`config.mk`:
```
export PLATFORM = sky130hd
export DESIGN_NAME = lbc_burst_splitter
export DESIGN_NICKNAME = d
export VERILOG_FILES = /design/src/rtl/lbc_burst_splitter.sv
export SDC_FILE = /design/constraint.sdc
export NUM_CORES = 1
export LEC_CHECK = 0
export ABC_AREA = 1
export BUFFER_PORTS_ARGS = -buffer_cell sky130_fd_sc_hd__buf_2
export CORE_MARGIN = 2
export CORE_UTILIZATION = 29
export CTS_CLUSTER_DIAMETER = 30
export DETAILED_ROUTE_END_ITERATION = 7
export GPL_ROUTABILITY_DRIVEN = 0
export SYNTH_ARGS = -nofsm -noshare
export SYNTH_HDL_FRONTEND = slang
export SYNTH_SLANG_ARGS = --single-unit
```
`constraint.sdc`:
```
create_clock -name CLK40 -period 2.5 [get_ports CLK40]
set_input_delay 0.25 -clock CLK40 [delete_from_list [all_inputs] [get_ports CLK40]]
set_output_delay 0.25 -clock CLK40 [all_outputs]
set_load 0.1 [all_outputs]
```
`src/rtl/lbc_burst_splitter.sv`:
```
// lbc_burst_splitter: breaks a 68040 line transfer into four single-longword downstream cycles,
// acknowledging each beat back to the CPU, with a watchdog that forces TEA on a stalled beat.
module lbc_burst_splitter #(
  parameter int TIMEOUT = 255
) (
  input  logic       CLK40,
  input  logic       RESET,
  input  logic       TS_CPUn,
  input  logic [1:0] SIZ,
  input  logic [1:0] A_040,
  input  logic       RnW,
  input  logic       TA_DNn,
  input  logic       TEA_DNn,
  output logic       TS_DNn,
  output logic [1:0] SIZ_DN,
  output logic [1:0] A_DN,
  output logic       RnW_DN,
  output logic       TA_CPUn,
  output logic       TEA_CPUn,
  output logic       BUSY
);
  typedef enum logic [1:0] {IDLE, ISSUE, WAIT} state_t;
  state_t     state;
  logic [1:0] beats;
  logic [7:0] wd;
  always_ff @(posedge CLK40) begin
    if (RESET) begin
      state    <= IDLE;
      beats    <= 2'd0;
      wd       <= 8'd0;
      TS_DNn   <= 1'b1;
      TA_CPUn  <= 1'b1;
      TEA_CPUn <= 1'b1;
      SIZ_DN   <= 2'b00;
      A_DN     <= 2'b00;
      RnW_DN   <= 1'b1;
      BUSY     <= 1'b0;
    end else begin
      TS_DNn   <= 1'b1;
      TA_CPUn  <= 1'b1;
      TEA_CPUn <= 1'b1;
      case (state)
        IDLE: if (!TS_CPUn) begin
          // downstream fields are loaded on entry so they are valid throughout ISSUE
          state  <= ISSUE;
          beats  <= &SIZ ? 2'd3 : 2'd0;
          SIZ_DN <= &SIZ ? 2'b00 : SIZ;
          A_DN   <= A_040;
          RnW_DN <= RnW;
          TS_DNn <= 1'b0;
          BUSY   <= 1'b1;
        end
        ISSUE: begin
          wd    <= 8'd0;
          state <= WAIT;
        end
        WAIT: begin
          wd <= wd + 8'd1;
          // an error, or a watchdog expiry with no TA, ends the whole transfer
          if (!TEA_DNn || (!(!TA_DNn) && wd == 8'(TIMEOUT - 1))) begin
            TEA_CPUn <= 1'b0;
            beats    <= 2'd0;
            BUSY     <= 1'b0;
            state    <= IDLE;
          end else if (!TA_DNn) begin
            TA_CPUn <= 1'b0;
            if (beats == 2'd0) begin
              BUSY  <= 1'b0;
              state <= IDLE;
            end else begin
              beats  <= beats - 2'd1;
              A_DN   <= A_DN + 2'd1;
              TS_DNn <= 1'b0;
              state  <= ISSUE;
            end
          end
        end
        default: state <= IDLE;
      endcase
    end
  end
endmodule

```
# Word level (Yosys, flattened, before mapping)
# Index checks and enable logic that the tools add are counted.
# op_classes
n_addsub	3
eq_ne	10
muxes	30
n_bitwise	2
n_reduce_logical	15
# op_table
operator	n
$mux W2	13
$pmux W8 S2	1
$mux W1	11
$ne A3 B3 Y1 const B	3
$add A8 B1 Y8 const B	1
$eq A8 B8 Y1 const B	1
$ne A2 B2 Y1 const B	4
$pmux W2 S2	2
$reduce_and A4 Y1	2
$pmux W2 S3	1
$reduce_and A2 Y1	3
$reduce_and A5 Y1	1
$logic_not A2 Y1	2
$pmux W1 S2	2
$reduce_bool A2 Y1	2
$reduce_or A3 Y1	1
$add A2 B1 Y2 const B	1
$eq A2 B1 Y1 const B	1
$eq A2 B2 Y1 const B	1
$not A1 Y1	2
$reduce_or A2 Y1	1
$sub A2 B1 Y2 const B	1
$logic_and A1 B1 Y1	1
$logic_not A1 Y1	1
$logic_or A1 B1 Y1	1
# totals
regBits	21
in_bits	10
out_inout_bits	9
elab_cells	70

# Logic depth before layout (Yosys ltp)
# logic_depth
depth_word	5
depth_mapped	10
depth_no_buf	10

# Least setup slack after synthesis
# No wires, ideal clock.
# synth_path
path_kind	reg-to-reg
startpoint	register A_DN[1]
endpoint	register A_DN[1]
arrival_time_ns	1.434
required_ns	2.430
path_slack_ns	0.996
path_stages_with_launch	5
n_path_buf	0
synth_period_minus_slack_ns	1.504
cell_sequence	dfxtp_1 -> xnor2_1 -> o21ai_0 -> nand3_1 -> a21oi_1
# synth_via
elab_chain_len	5
# synth_lines
item	line_no	text
start, declared	16	output logic [1:0] A_DN,
start signal, assigned	72	A_DN <= A_DN + 2'd1;
$add A2 B1 Y2	72	
$mux W2	67	if (beats == 2'd0) begin
$mux W2	65	end else if (!TA_DNn) begin
$mux W2	60	if (!TEA_DNn || (!(!TA_DNn) && wd == 8'(TIMEOUT - 1))) begin
$pmux W2 S2	42	case (state)
# Every way passes these cells. The select of a mux whose other input is x is not followed.
# A chain may end at the register's enable or synchronous reset.

# Worst setup path after layout
# layout_path
startpoint	register state[1]
endpoint	register wd[7]
# layout_via
elab_chain_len	2
word_cells_on_any_way	4
classes_between	eq/ne (2); mux (1); reduce/logical (1)
# layout_lines
item	line_no	text
start, declared	23	state_t state;
start signal, assigned	28	state <= IDLE;
start signal, assigned	45	state <= ISSUE;
start signal, assigned	55	state <= WAIT;
$eq A2 B2 Y1 / $eq A2 B1 Y1 (equally long branches)	42	
$pmux W8 S2 / $reduce_bool A2 Y1 (equally long branches)	-	
end signal, assigned	58	wd <= wd + 8'd1;
end, declared	25	logic [7:0] wd;
# Parallel ways exist; a longest one is shown, timed or not.

==> impl_metrics.csv <==
group,metric,value,unit
synthesis,syn_area_per_cell,7.11,um^2
cells_and_area,fillers,386,
floorplan,fp.coreArea,0.00342,mm^2
floorplan,die-area,0.00413,mm^2
synthesis,yosysSeqAreaShare,40.0,%
global_routing,grt_pass1_wl,3760,um
global_routing,grt_pass1_vias,870,
clocking,clk_latency,0.31,ns
worst_setup_path,crit_top_cell,"inv_1",
worst_setup_path,crit_chain,"inv_1, ha_1, inv_1, nor2_1, nand2_1, inv_1, nand2_1, o21ai_0, a21oi_1",
drt,vias,939,
timing,rsz0062_at_grt,"no",
drt,drc,0,
placement,place_inst,212,
synthesis,ys_types,20,
floorplan,die_w,64.2,um
worst_setup_path,critPathMaxFanout,4,
drt,drt_iter0_markers,18,
synthesis,ys_ff_latch,21,
timing,skew,0.0141,ns
synthesis,postSynthCellCount,148,
cells_and_area,areaGrowthSynthToFinish,16.5,%
worst_setup_path,cp.arrival,1.76,ns
synthesis,synth_top_cell_by_area,"dfxtp_1",
clocking,cts_root_buffer,"clkbuf_4",
floorplan,rows,21,
worst_setup_path,crit_path_end_kind,"register",
drt,drt_first_pass_iters,4,
clocking,cts_setup_buffers,0,
synthesis,yosys-top-cells-area,"dfxtp_1 40%, nand2_1 12%, ha_1 8.3%",
power,power.density,737,mW/mm^2
timing,setup_violations,0,
synthesis,yosys.area.top_type_share,40.0,%
placement,post_dp_cell_area,0.00120,mm^2
timing,finalHoldViolCount,0,
drt,detail_route.wl_per_cell,10.1,um
worst_setup_path,cp_top_family,"flip-flops",
clocking,ctsHoldBuffers,0,
timing,min_period,1.56,ns
cells_and_area,stdcell_area,0.00123,mm^2
clocking,path_clk_slew,0.13,ns
clocking,numCtsBuffers,3,
power,vdd_drop_max,0.323,mV
run_status,status,"finished, final reports clean",
timing,tightest_slew,0.488,ns
drt,viasPerCell,4.35,
drt,ant_nets,0,
placement,place_hpwl,1760,um
worst_setup_path,worstSetupPathType,"register to register",
clocking,cts_sinks,21,
clocking,cts_tree,"yes",
timing,setup-tns-final,0,ns
power,power.total,0.904,mW
worst_setup_path,slowest_stage,"dfxtp_1",
clocking,cts_resized,0,
clocking,clockBufferDepth,2,
drt,wl,2190,um
timing,fin_crit_sh,62.3,%
synthesis,netlist_area,0.00105,mm^2
synthesis,syn-num-nets,165,
hold_path,min_path_type,"primary input to register",
worst_setup_path,cpPeakStageDelay,0.39,ns
placement,portBuffers,18,
cells_and_area,final_cells,216,
power,leakagePower,0.548,nW
timing,fmax,0.642,GHz
cells_and_area,layout-drive-gt1-share,16.5,%
global_routing,antenna_found_initial,0,
floorplan,io_pins,19,
global_routing,grt-ovfl-total,0,
global_routing,grt_max_degree,12,
cells_and_area,regArea,420,um^2
global_routing,grt.total_usage,11.6,%
cells_and_area,final_nets,188,
worst_setup_path,path_buf_inv,3,
timing,maxSlewHeadroom,67.7,%
worst_setup_path,cp-start-kind,"register",
floorplan,die_h,64.2,um
floorplan,start_util,30.8,%
worst_setup_path,required,2.70,ns
timing,slew_violations,0,
cells_and_area,multi_input_area,553,um^2
cells_and_area,n_antenna_cell,0,
synthesis,yosysWarnings,0,
flow_run,maxCapViolCount,0,
clocking,htreeDepth,1,
==> placed cells by master (no fill, tap or decap) <==
cell type,Yosys,final
a21oi_1,11,11
and3_1,1,1
buf_2,0,18
clkbuf_1,0,1
clkbuf_4,0,3
clkinv_1,1,1
dfxtp_1,21,21
ha_1,7,7
inv_1,17,17
inv_2,3,3
nand2_1,33,33
nand2_2,1,1
nand3_1,13,13
nand3b_1,1,1
nor2_1,19,19
nor3_1,4,4
o211a_1,1,1
o211ai_1,1,1
o21ai_0,10,10
o21ai_2,1,1
o21ai_4,1,1
or2_4,1,1
xnor2_1,1,1
==> kinds of logic after synthesis <==
kind of cell / after synthesis / share of synthesized area (%)
XOR/XNOR: 1 / 0.832
flip-flops: 21 / 40.0
buffers and inverters: 21 / 7.49
AND/OR/NAND/NOR: 73 / 29.4
AO/OA/AOI/OAI: 25 / 14.0
adder cells (fa/ha/maj): 7 / 8.32
==> synthesized netlist by cell type <==
| master | count |
|---|---|
| nand2_1 | 33 |
| dfxtp_1 | 21 |
| nor2_1 | 19 |
| inv_1 | 17 |
| nand3_1 | 13 |
| a21oi_1 | 11 |
| o21ai_0 | 10 |
| ha_1 | 7 |
| nor3_1 | 4 |
| inv_2 | 3 |
| and3_1 | 1 |
| clkinv_1 | 1 |
| nand2_2 | 1 |
| nand3b_1 | 1 |
| o211a_1 | 1 |
| o211ai_1 | 1 |
| o21ai_2 | 1 |
| o21ai_4 | 1 |
| or2_4 | 1 |
| xnor2_1 | 1 |
==> layer usage <==
| metal | GRT usage (%) | vias to the layer above | wire [um] |
|---|---|---|---|
| li1 | - | 518 | - |
| met1 | 14.4 | 402 | 1010 |
| met2 | 19.5 | 17 | 1030 |
| met3 | 3.87 | 2 | 132 |
| met4 | 2.39 | 0 | 19 |
| met5 | 0 | - | 0 |
==> registers in the layout, indices dropped and copies added (netlist names), 2 cells and up <==
name and flops:
state 2, wd 8, beats 2, SIZ_DN 2, A_DN 2
==> path summary, 6_finish.rpt <==
path                                from     end  cells past startpoint  slack (ns)
worst max-delay path            state[1]   wd[7]                      9        0.94
worst min-delay path                 RnW  RnW_DN                      3        0.13
worst max register to register  state[1]   wd[7]                      9        0.94
worst min register to register     wd[7]   wd[7]                      2        0.46
==> report_power, final <==
part	internal, mW	total (mW)	leakage [nW]	switching, mW
combinational	0.0883	0.352	0.361	0.264
sequential	0.366	0.385	0.171	0.0187
clock	0.0622	0.167	0.0150	0.105
total	0.517	0.904	0.548	0.388
==> final cells by class <==
cell class	instances	area share (%)
multi-input cells	106	45.1
flip-flops and latches	21	34.3
repair buffers	18	7.35
inverters	21	6.43
well taps	46	4.69
clock buffers	4	2.14
==> tightest hold or removal path: stages <==
cell and delay, ns:
buf_2 0.07, nand2_1 0.04, nand3_1 0.05
==> per-stage QoR <==
stage / hold WS, ns / setup slack, ns / utilization, %
finish: 0.132 / 0.942 / 35.9
global route: 0.147 / 0.714 / 35.9
CTS: 0.124 / 0.918 / 35.9
detailed placement: 0.443 / 0.931 / 35.1
global placement: 0.438 / 0.902 / 35.1
floorplan: 0.319 / 0.996 / -
Power figures use the tool's default switching activity.
